--- src/rtl/inner_src_pkg.sv ---
// Shared definitions for the inner pattern source scheduler.
//   - state_t      : scheduler FSM encoding
//   - ERR_*        : err_code values reported on the err pulse
//   - desc_t       : packed descriptor {init, step, len, rep}, DESC_W bits
//   - desc_words() : number of 16-bit words described by a byte length
package inner_src_pkg;

  typedef enum logic [2:0] {
    ST_IDLE   = 3'd0,
    ST_CHECK  = 3'd1,
    ST_LOAD   = 3'd2,
    ST_SETTLE = 3'd3,
    ST_ARM    = 3'd4,
    ST_RUN    = 3'd5,
    ST_FLUSH  = 3'd6
  } state_t;

  localparam logic [1:0] ERR_NONE    = 2'd0;
  localparam logic [1:0] ERR_TIMEOUT = 2'd1;
  localparam logic [1:0] ERR_BADLEN  = 2'd2;
  localparam logic [1:0] ERR_ABORT   = 2'd3;

  localparam int INIT_W  = 8;
  localparam int STEP_W  = 8;
  localparam int LEN_W   = 16;
  localparam int REP_W   = 8;
  localparam int DESC_W  = INIT_W + STEP_W + LEN_W + REP_W;
  localparam int WORDS_W = LEN_W - 1;

  // The source needs at least this many words so it can see inner_oe
  // drop before its burst ends.
  localparam logic [WORDS_W-1:0] MIN_WORDS = WORDS_W'(4);

  typedef struct packed {
    logic [INIT_W-1:0] init;
    logic [STEP_W-1:0] step;
    logic [LEN_W-1:0]  len;
    logic [REP_W-1:0]  rep;
  } desc_t;

  // Byte length to 16-bit word count; an odd trailing byte is dropped.
  function automatic logic [WORDS_W-1:0] desc_words(input logic [LEN_W-1:0] len);
    return len[LEN_W-1:1];
  endfunction

endpackage

--- src/rtl/inner_src_desc_fifo.sv ---
// Synchronous descriptor queue, QDEPTH entries of W bits, first-word
// fall-through read port.
// Ports:
//   clk, reset         : clock, synchronous active-high reset
//   push, wdata        : write request and data (ignored when full)
//   pop                : drop head entry (ignored when empty)
//   clear              : flush all entries; wins over push/pop
//   rdata              : head entry, valid while !empty
//   full, empty        : occupancy flags
module inner_src_desc_fifo
  import inner_src_pkg::*;
#(
  parameter int QDEPTH = 4,
  parameter int W      = DESC_W
) (
  input  logic         clk,
  input  logic         reset,
  input  logic         push,
  input  logic         pop,
  input  logic         clear,
  input  logic [W-1:0] wdata,
  output logic [W-1:0] rdata,
  output logic         full,
  output logic         empty
);

  localparam int AW = $clog2(QDEPTH);

  logic [W-1:0]  mem [QDEPTH];
  logic [AW-1:0] wr_ptr;
  logic [AW-1:0] rd_ptr;
  logic [AW:0]   count;
  logic          do_push;
  logic          do_pop;

  assign full    = (count == (AW+1)'(QDEPTH));
  assign empty   = (count == '0);
  assign do_push = push && !full && !clear;
  assign do_pop  = pop && !empty && !clear;
  assign rdata   = mem[rd_ptr];

  always_ff @(posedge clk) begin
    if (reset || clear) begin
      wr_ptr <= '0;
      rd_ptr <= '0;
      count  <= '0;
    end else begin
      if (do_push) wr_ptr <= wr_ptr + 1'b1;
      if (do_pop)  rd_ptr <= rd_ptr + 1'b1;
      if (do_push && !do_pop)      count <= count + 1'b1;
      else if (do_pop && !do_push) count <= count - 1'b1;
    end
  end

  // Storage carries data only, so it is left out of reset.
  always_ff @(posedge clk) begin
    if (do_push) mem[wr_ptr] <= wdata;
  end

endmodule

--- src/rtl/inner_src_sched.sv ---
// Descriptor-driven scheduler for the inner pattern source.
// Takes {init, step, len, rep} descriptors from the host, programs the
// source (update_flag), arms one burst per repeat (inner_oe), counts the
// generated 16-bit words (gen_en) and moves on to the next descriptor.
// Ports:
//   clk, reset                         : clock, synchronous active-high reset
//   cmd_valid/cmd_ready, cmd_init/step/len/rep : descriptor push
//   abort                              : clear queue and flush the source
//   init_dat, step_dat, dat_length     : source configuration
//   update_flag, inner_oe              : source program strobe / burst arm
//   gen_en, fifo_full_h                : source word strobe / downstream almost-full
//   busy, desc_done, err, err_code     : status
//   word_cnt                           : words counted in the current burst
module inner_src_sched
  import inner_src_pkg::*;
#(
  parameter int QDEPTH  = 4,
  parameter int UPD_CYC = 3,
  parameter int TO_CYC  = 1024
) (
  input  logic        clk,
  input  logic        reset,
  input  logic        cmd_valid,
  output logic        cmd_ready,
  input  logic [7:0]  cmd_init,
  input  logic [7:0]  cmd_step,
  input  logic [15:0] cmd_len,
  input  logic [7:0]  cmd_rep,
  input  logic        abort,
  output logic [7:0]  init_dat,
  output logic [7:0]  step_dat,
  output logic [15:0] dat_length,
  output logic        update_flag,
  output logic        inner_oe,
  input  logic        gen_en,
  input  logic        fifo_full_h,
  output logic        busy,
  output logic        desc_done,
  output logic        err,
  output logic [1:0]  err_code,
  output logic [15:0] word_cnt
);

  localparam int PH_W = $clog2(UPD_CYC + 2);
  localparam int WD_W = $clog2(TO_CYC + 1);
  localparam logic [PH_W-1:0] PH_UPD_LAST    = PH_W'(UPD_CYC - 1);
  localparam logic [PH_W-1:0] PH_SETTLE_LAST = PH_W'(1);
  localparam logic [PH_W-1:0] PH_FLUSH_LAST  = PH_W'(UPD_CYC + 1);
  localparam logic [WD_W-1:0] WD_LAST        = WD_W'(TO_CYC - 1);

  // A repeat count of zero still runs one burst.
  function automatic logic [REP_W-1:0] clamp_rep(input logic [REP_W-1:0] rep);
    return (rep == '0) ? REP_W'(1) : rep;
  endfunction

  state_t             state, state_n;
  logic [PH_W-1:0]    phase_cnt, phase_n;
  logic [REP_W-1:0]   rep_cfg, rep_left, rep_n;
  logic [15:0]        wcnt_n;
  logic [WD_W-1:0]    wd_cnt, wd_n;
  logic               err_n, done_n;
  logic [1:0]         code_n;
  logic               latch, q_pop, q_clear, q_push;
  logic               q_full, q_empty;
  logic [DESC_W-1:0]  q_rdata;
  desc_t              q_head;
  desc_t              q_in;
  logic               abort_eff;
  logic               wd_expire;
  logic [WORDS_W-1:0] words;
  logic [15:0]        wcnt_inc;

  // abort is meaningless with nothing active or queued.
  assign abort_eff = abort && !(state == ST_IDLE && q_empty);
  assign cmd_ready = !q_full && !abort_eff;
  assign q_push    = cmd_valid && cmd_ready;
  assign q_in      = '{init: cmd_init, step: cmd_step, len: cmd_len, rep: cmd_rep};
  assign q_head    = desc_t'(q_rdata);

  assign words     = desc_words(dat_length);
  assign wcnt_inc  = word_cnt + 16'd1;
  assign wd_expire = !gen_en && !fifo_full_h && (wd_cnt == WD_LAST);

  assign update_flag = (state == ST_LOAD) ||
                       (state == ST_FLUSH && phase_cnt < PH_W'(UPD_CYC));
  assign inner_oe    = (state == ST_ARM);
  assign busy        = (state != ST_IDLE) || !q_empty;

  inner_src_desc_fifo #(
    .QDEPTH (QDEPTH),
    .W      (DESC_W)
  ) u_fifo (
    .clk   (clk),
    .reset (reset),
    .push  (q_push),
    .pop   (q_pop),
    .clear (q_clear),
    .wdata (q_in),
    .rdata (q_rdata),
    .full  (q_full),
    .empty (q_empty)
  );

  always_comb begin
    state_n = state;
    phase_n = phase_cnt;
    rep_n   = rep_left;
    wcnt_n  = word_cnt;
    wd_n    = wd_cnt;
    err_n   = 1'b0;
    done_n  = 1'b0;
    code_n  = err_code;
    latch   = 1'b0;
    q_pop   = 1'b0;
    q_clear = 1'b0;

    if (abort_eff) begin
      q_clear = 1'b1;
      err_n   = 1'b1;
      code_n  = ERR_ABORT;
      state_n = ST_FLUSH;
      phase_n = '0;
      wd_n    = '0;
    end else begin
      unique case (state)
        ST_IDLE: begin
          if (!q_empty) begin
            latch   = 1'b1;
            q_pop   = 1'b1;
            state_n = ST_CHECK;
          end
        end
        ST_CHECK: begin
          if (words >= MIN_WORDS) begin
            rep_n   = clamp_rep(rep_cfg);
            phase_n = '0;
            state_n = ST_LOAD;
          end else begin
            err_n   = 1'b1;
            code_n  = ERR_BADLEN;
            state_n = ST_IDLE;
          end
        end
        ST_LOAD: begin
          if (phase_cnt == PH_UPD_LAST) begin
            phase_n = '0;
            state_n = ST_SETTLE;
          end else begin
            phase_n = phase_cnt + 1'b1;
          end
        end
        ST_SETTLE: begin
          if (phase_cnt == PH_SETTLE_LAST) begin
            wcnt_n  = '0;
            wd_n    = '0;
            state_n = ST_ARM;
          end else begin
            phase_n = phase_cnt + 1'b1;
          end
        end
        ST_ARM, ST_RUN: begin
          if (gen_en) begin
            wd_n = '0;
            if (state == ST_ARM) begin
              wcnt_n  = 16'd1;
              state_n = ST_RUN;
            end else if (wcnt_inc == {1'b0, words}) begin
              if (rep_left > REP_W'(1)) begin
                // Source reloads init on its own between repeats.
                rep_n   = rep_left - 1'b1;
                wcnt_n  = '0;
                state_n = ST_ARM;
              end else begin
                rep_n   = '0;
                wcnt_n  = wcnt_inc;
                done_n  = 1'b1;
                state_n = ST_IDLE;
              end
            end else begin
              wcnt_n = wcnt_inc;
            end
          end else if (wd_expire) begin
            err_n   = 1'b1;
            code_n  = ERR_TIMEOUT;
            wd_n    = '0;
            phase_n = '0;
            state_n = ST_FLUSH;
          end else if (!fifo_full_h) begin
            wd_n = wd_cnt + 1'b1;
          end
        end
        ST_FLUSH: begin
          // update_flag for UPD_CYC cycles resets the source, then 2 quiet cycles.
          if (phase_cnt == PH_FLUSH_LAST) begin
            phase_n = '0;
            state_n = ST_IDLE;
          end else begin
            phase_n = phase_cnt + 1'b1;
          end
        end
        default: state_n = ST_IDLE;
      endcase
    end
  end

  always_ff @(posedge clk) begin
    if (reset) begin
      state      <= ST_IDLE;
      phase_cnt  <= '0;
      rep_left   <= '0;
      rep_cfg    <= '0;
      word_cnt   <= '0;
      wd_cnt     <= '0;
      err        <= 1'b0;
      err_code   <= ERR_NONE;
      desc_done  <= 1'b0;
      init_dat   <= '0;
      step_dat   <= '0;
      dat_length <= '0;
    end else begin
      state     <= state_n;
      phase_cnt <= phase_n;
      rep_left  <= rep_n;
      word_cnt  <= wcnt_n;
      wd_cnt    <= wd_n;
      err       <= err_n;
      err_code  <= code_n;
      desc_done <= done_n;
      // Source configuration holds from this CHECK until the next one.
      if (latch) begin
        init_dat   <= q_head.init;
        step_dat   <= q_head.step;
        dat_length <= q_head.len;
        rep_cfg    <= q_head.rep;
      end
    end
  end

endmodule

--- config.mk ---
export PLATFORM = sky130hd
export DESIGN_NAME = inner_src_sched
export DESIGN_NICKNAME = d
export VERILOG_FILES = /design/src/rtl/inner_src_pkg.sv /design/src/rtl/inner_src_desc_fifo.sv /design/src/rtl/inner_src_sched.sv
export SDC_FILE = /design/constraint.sdc
export NUM_CORES = 1
export LEC_CHECK = 0
export CORE_MARGIN = 3
export CORE_UTILIZATION = 52
export DETAILED_ROUTE_END_ITERATION = 10
export HOLD_SLACK_MARGIN = 0.1
export PLACE_DENSITY = 0.73
export SLEW_MARGIN = 20
export SYNTH_ARGS = -nofsm -noshare
export SYNTH_HDL_FRONTEND = slang
export SYNTH_SLANG_ARGS = --single-unit
--- constraint.sdc ---
create_clock -name clk -period 3.2 [get_ports clk]
set_clock_uncertainty 0.05 [all_clocks]
set_input_delay 0.64 -clock clk [delete_from_list [all_inputs] [get_ports clk]]
set_output_delay 0.64 -clock clk [all_outputs]
set_load 0.02 [all_outputs]
==> results of run 1 <==
[worst max-delay path, delay by kind of cell (launching register included)]
family | cells | cell delay (ns)
AOI/OAI and AO/OA | 3 | 1.13
buffers and inverters | 2 | 0.33
DFF | 1 | 0.33
and+or+nand+nor | 5 | 1.05
[metal layers]
layer  wire length (µm)  track usage [%]  share of wire (%)
met1               9860             27.9                 43
met4                574             5.68                2.5
met5                  0                0                  0
met3               1290             3.65                5.6
met2              11300             34.9                 49
[flip-flops by register name, summed over array words and instances, names as in the netlist, 3 cells and up]
register and cells:
wd_cnt 11, rep_cfg 8, u_fifo.count 3, dat_length 16, word_cnt 16, state 3, init_dat 8, phase_cnt 3
u_fifo.mem 160, rep_left 8, step_dat 8
[layout make-up]
cell class              instances  area [µm²]  area share, %
flip-flops and latches        252        6660           50.8
well taps                     265         332           2.53
clock inverters                13         188           1.43
clock buffers                  37         753           5.74
repair buffers                145        1390           10.6
inverters                      14        52.6          0.401
multi-input cells             531        3740           28.6
[path summary, 6_finish.rpt]
check / from / to / slack (ns) / depth (start not counted)
worst min register to register: init_dat[0] / init_dat[0] / 0.40 / 2
worst min-delay path: init_dat[0] / init_dat[0] / 0.40 / 2
worst max register to register: word_cnt[0] / word_cnt[1] / 0.16 / 10
worst max-delay path: word_cnt[0] / word_cnt[1] / 0.16 / 10
[report_power, final]
| group | total [mW] | internal, mW | switching [mW] | leakage, nW |
|---|---|---|---|---|
| Combinational | 2.35 | 1.00 | 1.35 | 1.69 |
| Clock | 3.22 | 1.98 | 1.24 | 0.448 |
| Sequential | 4.05 | 3.85 | 0.204 | 2.21 |
[stage by stage]
step | cells | utilization [%] | worst slack (ns)
after CTS | 1252 | 65.9 | 0.0803
after floorplan | 844 | - | -0.0239
after detailed placement | 1202 | 61.2 | 0.0944
after global routing | 1257 | 66.3 | 0.0279
final | 1257 | 66.3 | 0.163
after global placement | 1202 | 61.2 | 0.150
[kinds of logic after synthesis]
family                     count (synthesis)  share of synthesized area [%]
muxes                                     50                           9.43
adders and majority gates                 14                           1.72
and+or+nand+nor                          310                           14.1
AOI/OAI and AO/OA                        122                           6.83
xor gates and xnor gates                  33                           2.72
buffers and inverters                     63                           2.65
DFF                                      252                           62.6
[layout by cell type, fill, tap and decap left out, types with 7 or more instances in the layout]
master,count
inv_1,14
nand2_1,123
o21ai_0,15
clkbuf_16,27
a31oi_1,10
nand3_1,24
nor2_1,59
nor3_1,20
nor2b_1,8
edfxtp_1,160
clkdlybuf4s50_1,99
dfxtp_1,84
nand4_1,16
nor4_1,7
buf_4,40
mux2i_1,10
xnor2_1,17
mux4_2,40
dfxtp_2,8
a21oi_1,59
xor2_1,16
a211oi_1,9
ha_1,12
[repair_timing]
action,CTS,global route
gates resized for setup,1,11
cloned,0,2
setup endpoints to repair,1,23
buffers inserted,0,3
pin swaps,0,6
==> impl_metrics.tcl, run 1 <==
set metrics [dict create \
    status "complete, no violations" \
    routed_wl_um 23000 \
    critPathSlowestCell "or4_4" \
    timing.hold.ws_ns 0.405 \
    netlist_top_cells_area "edfxtp_1 45%, dfxtp_1 17%, mux4_2 8.5%" \
    yosys.area.top_type "edfxtp_1" \
    finalSetupViolations 0 \
    setup.worst_path.start_class "flip-flop" \
    maxClockFrequency_ghz 0.329 \
    finalCritPeriodShare_pct 94.9 \
    clk_path_buf_depth 3 \
    die_x_um 149 \
    fin_nets 1031 \
    synth_seq_area_share_pct 62.6 \
    core_um2 19800 \
    hold_viol 0 \
    period_needed_ns 3.04 \
    first_iter_violations 396 \
    ys_async_sr_fraction_pct 0 \
    drc 0 \
    synth-edff-count 160 \
    syn_nets 904 \
    synth_area_um2 10600 \
    grt_max_degree 43 \
    fillers 1452 \
    via_per_inst 5.67 \
    antenna_cells 0 \
    hpwl_um 14400 \
    path_cells "buf_4 -> and4_1 -> buf_4 -> nand2_1 -> nand2_1 -> a311o_1 -> a221o_1 -> or4_4 -> a32oi_1 -> nor2_1" \
    ys_ff_latch 252 \
    routedWlPerCell_um 18.3 \
    die-area_um2 22200 \
    h-tree-depth 1 \
    synth.distinct_cells 57 \
    die_h_um 149 \
    final.setup.tns_ns 0 \
    firstDrtPassIters 5 \
    cts_hold_buf 0 \
    io_pins 102 \
    cts_sinks 252 \
    grt_pass1_wl_um 36500 \
    place_area_um2 12100 \
    cts_root_buffer "clkbuf_16" \
    max_stage_delay_ns 0.60 \
    final_area_um2 13100 \
    yosysWarnings 0 \
    cp_max_fo 8 \
    avgSynthCellArea_um2 12.6 \
    yosysMostFrequentCell "edfxtp_1" \
    critPathCaptureType "flip-flop" \
    maxCapViolCount 0 \
    gp_congestion 0.891 \
    tritoncts "yes" \
    rsz0062_at_grt "no" \
    vias 7131 \
    numCtsBuffers 27 \
    antenna_found_initial 0 \
    syn2layout_area_growth_pct 23.5 \
    worst_pin_slew_ns 0.835 \
    relSlewSlack_pct 44.3 \
    arrival_ns 3.39 \
    gr-total-overflow 0 \
    required_ns 3.55 \
    drive_gt1_share_pct 15.3 \
    clk_pin_slew_ns 0.06 \
    clock_latency_ns 0.54 \
    grt_pass1_vias 6935 \
    p_leak_nw 4.35 \
    synth_top_cell_area_share_pct 45.2 \
    power_mw 9.62 \
    crit_type "reg2reg" \
    numPortBuffers 101 \
    start_util_pct 53.7 \
    slew_violations 0 \
    worstHoldPathType "reg2reg" \
    synth_common_cells "160 x edfxtp_1, 123 x nand2_1, 92 x dfxtp_1, 60 x a21oi_1, 60 x nor2_1" \
    vdd_drop_max_uv 514 \
    ant_nets 0 \
    power_density_nw_per_um2 734 \
    synthFlopType "edfxtp_1" \
    track_usage_pct 20.7 \
    num_rows 51 \
    synthCells 844 \
]
Power figures use the tool's default switching activity.
==> run 2, diff against run 1 <==
--- a/config.mk
+++ b/config.mk
@@ -7,4 +7,6 @@
 export LEC_CHECK = 0
+export CELL_PAD_IN_SITES_DETAIL_PLACEMENT = 0
+export CELL_PAD_IN_SITES_GLOBAL_PLACEMENT = 2
 export CORE_MARGIN = 3
-export CORE_UTILIZATION = 52
+export CORE_UTILIZATION = 36
 export DETAILED_ROUTE_END_ITERATION = 10
--- a/constraint.sdc
+++ b/constraint.sdc
@@ -4,2 +4,2 @@
 set_output_delay 0.64 -clock clk [all_outputs]
-set_load 0.02 [all_outputs]
+set_load 0.1 [all_outputs]
==> run 2 against run 1 <==
Net effect:
- fmax shrank 0.80%
- via count shrank 2.7%
- sequential share of layout area grew 0.64 points
- critical endpoint is now word_cnt[0]
- largest cell class unchanged
- highest routed layer unchanged
==> impl_metrics.tcl, run 2 (synthesis results as in run 1) <==
set metrics [dict create \
    gr-total-overflow 0 \
    path_delay_family "simple AND/OR/NAND/NOR gates" \
    vias 6936 \
    die_h_um 178 \
    hpwl_um 15800 \
    crit_type "reg2reg" \
    h-tree-depth 1 \
    maxClockFrequency_ghz 0.327 \
    drive_gt1_share_pct 21.2 \
    drc 0 \
    p_sw_mw 3.56 \
    io_pins 102 \
    fin_nets 1017 \
    clock_latency_ns 0.56 \
    required_ns 3.56 \
    period_needed_ns 3.06 \
    ant_nets 0 \
    final_common_cell "edfxtp_1" \
    antenna_found_initial 0 \
    finalCritPeriodShare_pct 95.7 \
    numPortBuffers 101 \
    track_usage_pct 15.9 \
    tritoncts "yes" \
    cp_common_cell "or4_4" \
    layout.cells.non_filler 1363 \
    first_iter_violations 389 \
    setup.worst_path.start_class "flip-flop" \
    gp_congestion 0.748 \
    syn2layout_area_growth_pct 22.8 \
    cts_root_buffer "clkbuf_16" \
    routedWlPerCell_um 18.3 \
    grt_pass1_wl_um 39500 \
    status "complete, no violations" \
    power_density_nw_per_um2 782 \
    p_leak_nw 4.38 \
    arrival_ns 3.42 \
    grt_pass1_vias 6916 \
    clk_pin_slew_ns 0.06 \
    pwr-share-clk_pct 29.8 \
    start_util_pct 36.8 \
    clk_path_buf_depth 3 \
    cts_setup_buffers 0 \
    core_um2 28900 \
    grt_max_degree 43 \
    hold_viol 0 \
    critPathSlowestCell "or4_4" \
    die-area_um2 31600 \
    routed_wl_um 24900 \
    numCtsBuffers 28 \
    via_per_inst 5.09 \
    firstDrtPassIters 4 \
    cp_max_fo 23 \
    cts_sinks 252 \
    reg_top3 "u_fifo.mem (160), dat_length (16), word_cnt (16)" \
    relSlewSlack_pct 56.2 \
    final_util_pct 45.2 \
    antenna_cells 0 \
    slew_violations 0 \
    switching_share_pct 34.9 \
    dp.cells 1311 \
    finalSetupViolations 0 \
    p_seq_share_pct 39.8 \
    maxCapViolCount 0 \
    largest_register_ffs 160 \
    p_comb_share_pct 30.4 \
    worstHoldPathType "in2reg" \
    path_cells "and4_1 -> nand3_2 -> xnor2_1 -> a2111o_1 -> or4_4 -> or4_4 -> a21boi_0 -> o31ai_1" \
    vdd_drop_max_uv 472 \
    p_int_mw 6.64 \
    num_rows 62 \
    top_register "u_fifo.mem" \
    max_stage_delay_ns 0.60 \
    critPathCaptureType "flip-flop" \
    path_buf_inv 0 \
    die_x_um 178 \
    worst_pin_slew_ns 0.657 \
    final_cell_mix "160 x edfxtp_1, 123 x nand2_1, 81 x buf_4" \
]
## run 2: power groups by stage
| stage | Sequential, mW | Clock, mW | Combinational, mW |
|---|---|---|---|
| final | 4.06 | 3.04 | 3.10 |
| after global routing | 4.10 | 3.28 | 3.35 |
| after CTS | 4.06 | 3.15 | 3.14 |
| after detailed placement | 4.13 | 0 | 3.13 |
| after global placement | 4.12 | 0 | 3.15 |
| after floorplan | 4.65 | 0 | 1.67 |
## run 2: timing repair
item                       in CTS  in global routing
setup endpoints to repair       0                  1
hold buffers                    0                  0
resized for setup               0                  2
## run 2: final cells by class
cell class                 instances  area (µm²)
clock buffer                      39         772
inverter                          14        52.6
timing repair buffer             132        1170
tap                              384         480
sequential                       252        6710
fill                            2699       15800
clock inverter                    13         110
multi-input combinational        529        3750
## run 2: metrics by stage
stage	hold WS, ns	TNS, ns	total power [mW]	instance area [µm²]	setup WS [ns]
floorplan	0.386	-111.79	6.31	10700	-0.981
detailed placement	0.398	0	7.27	12100	0.142
global placement	0.395	0	7.27	12100	0.146
finish	0.301	0	10.2	13000	0.138
global route	0.277	-0.00111	10.7	13000	-0.00111
CTS	0.269	0	10.4	13000	0.115
## run 2: path summary, 6_finish.rpt
path | from | to | slack, ns | depth (start not counted)
setup / recovery | word_cnt[3] | word_cnt[0] | 0.14 | 8
hold / removal | reset | err_code[0] | 0.30 | 2
setup reg to reg | word_cnt[3] | word_cnt[0] | 0.14 | 8
hold reg to reg | step_dat[3] | step_dat[3] | 0.40 | 2
## run 2: metal layers
metal,track usage (%),vias to the layer above,wire length (µm),share of wire [%]
met5,0,-,0,0
met1,22.5,3410,11800,47
met3,2.74,42,1070,4.3
li1,-,3360,-,-
met2,25.5,124,11600,47
met4,3.73,0,480,1.9
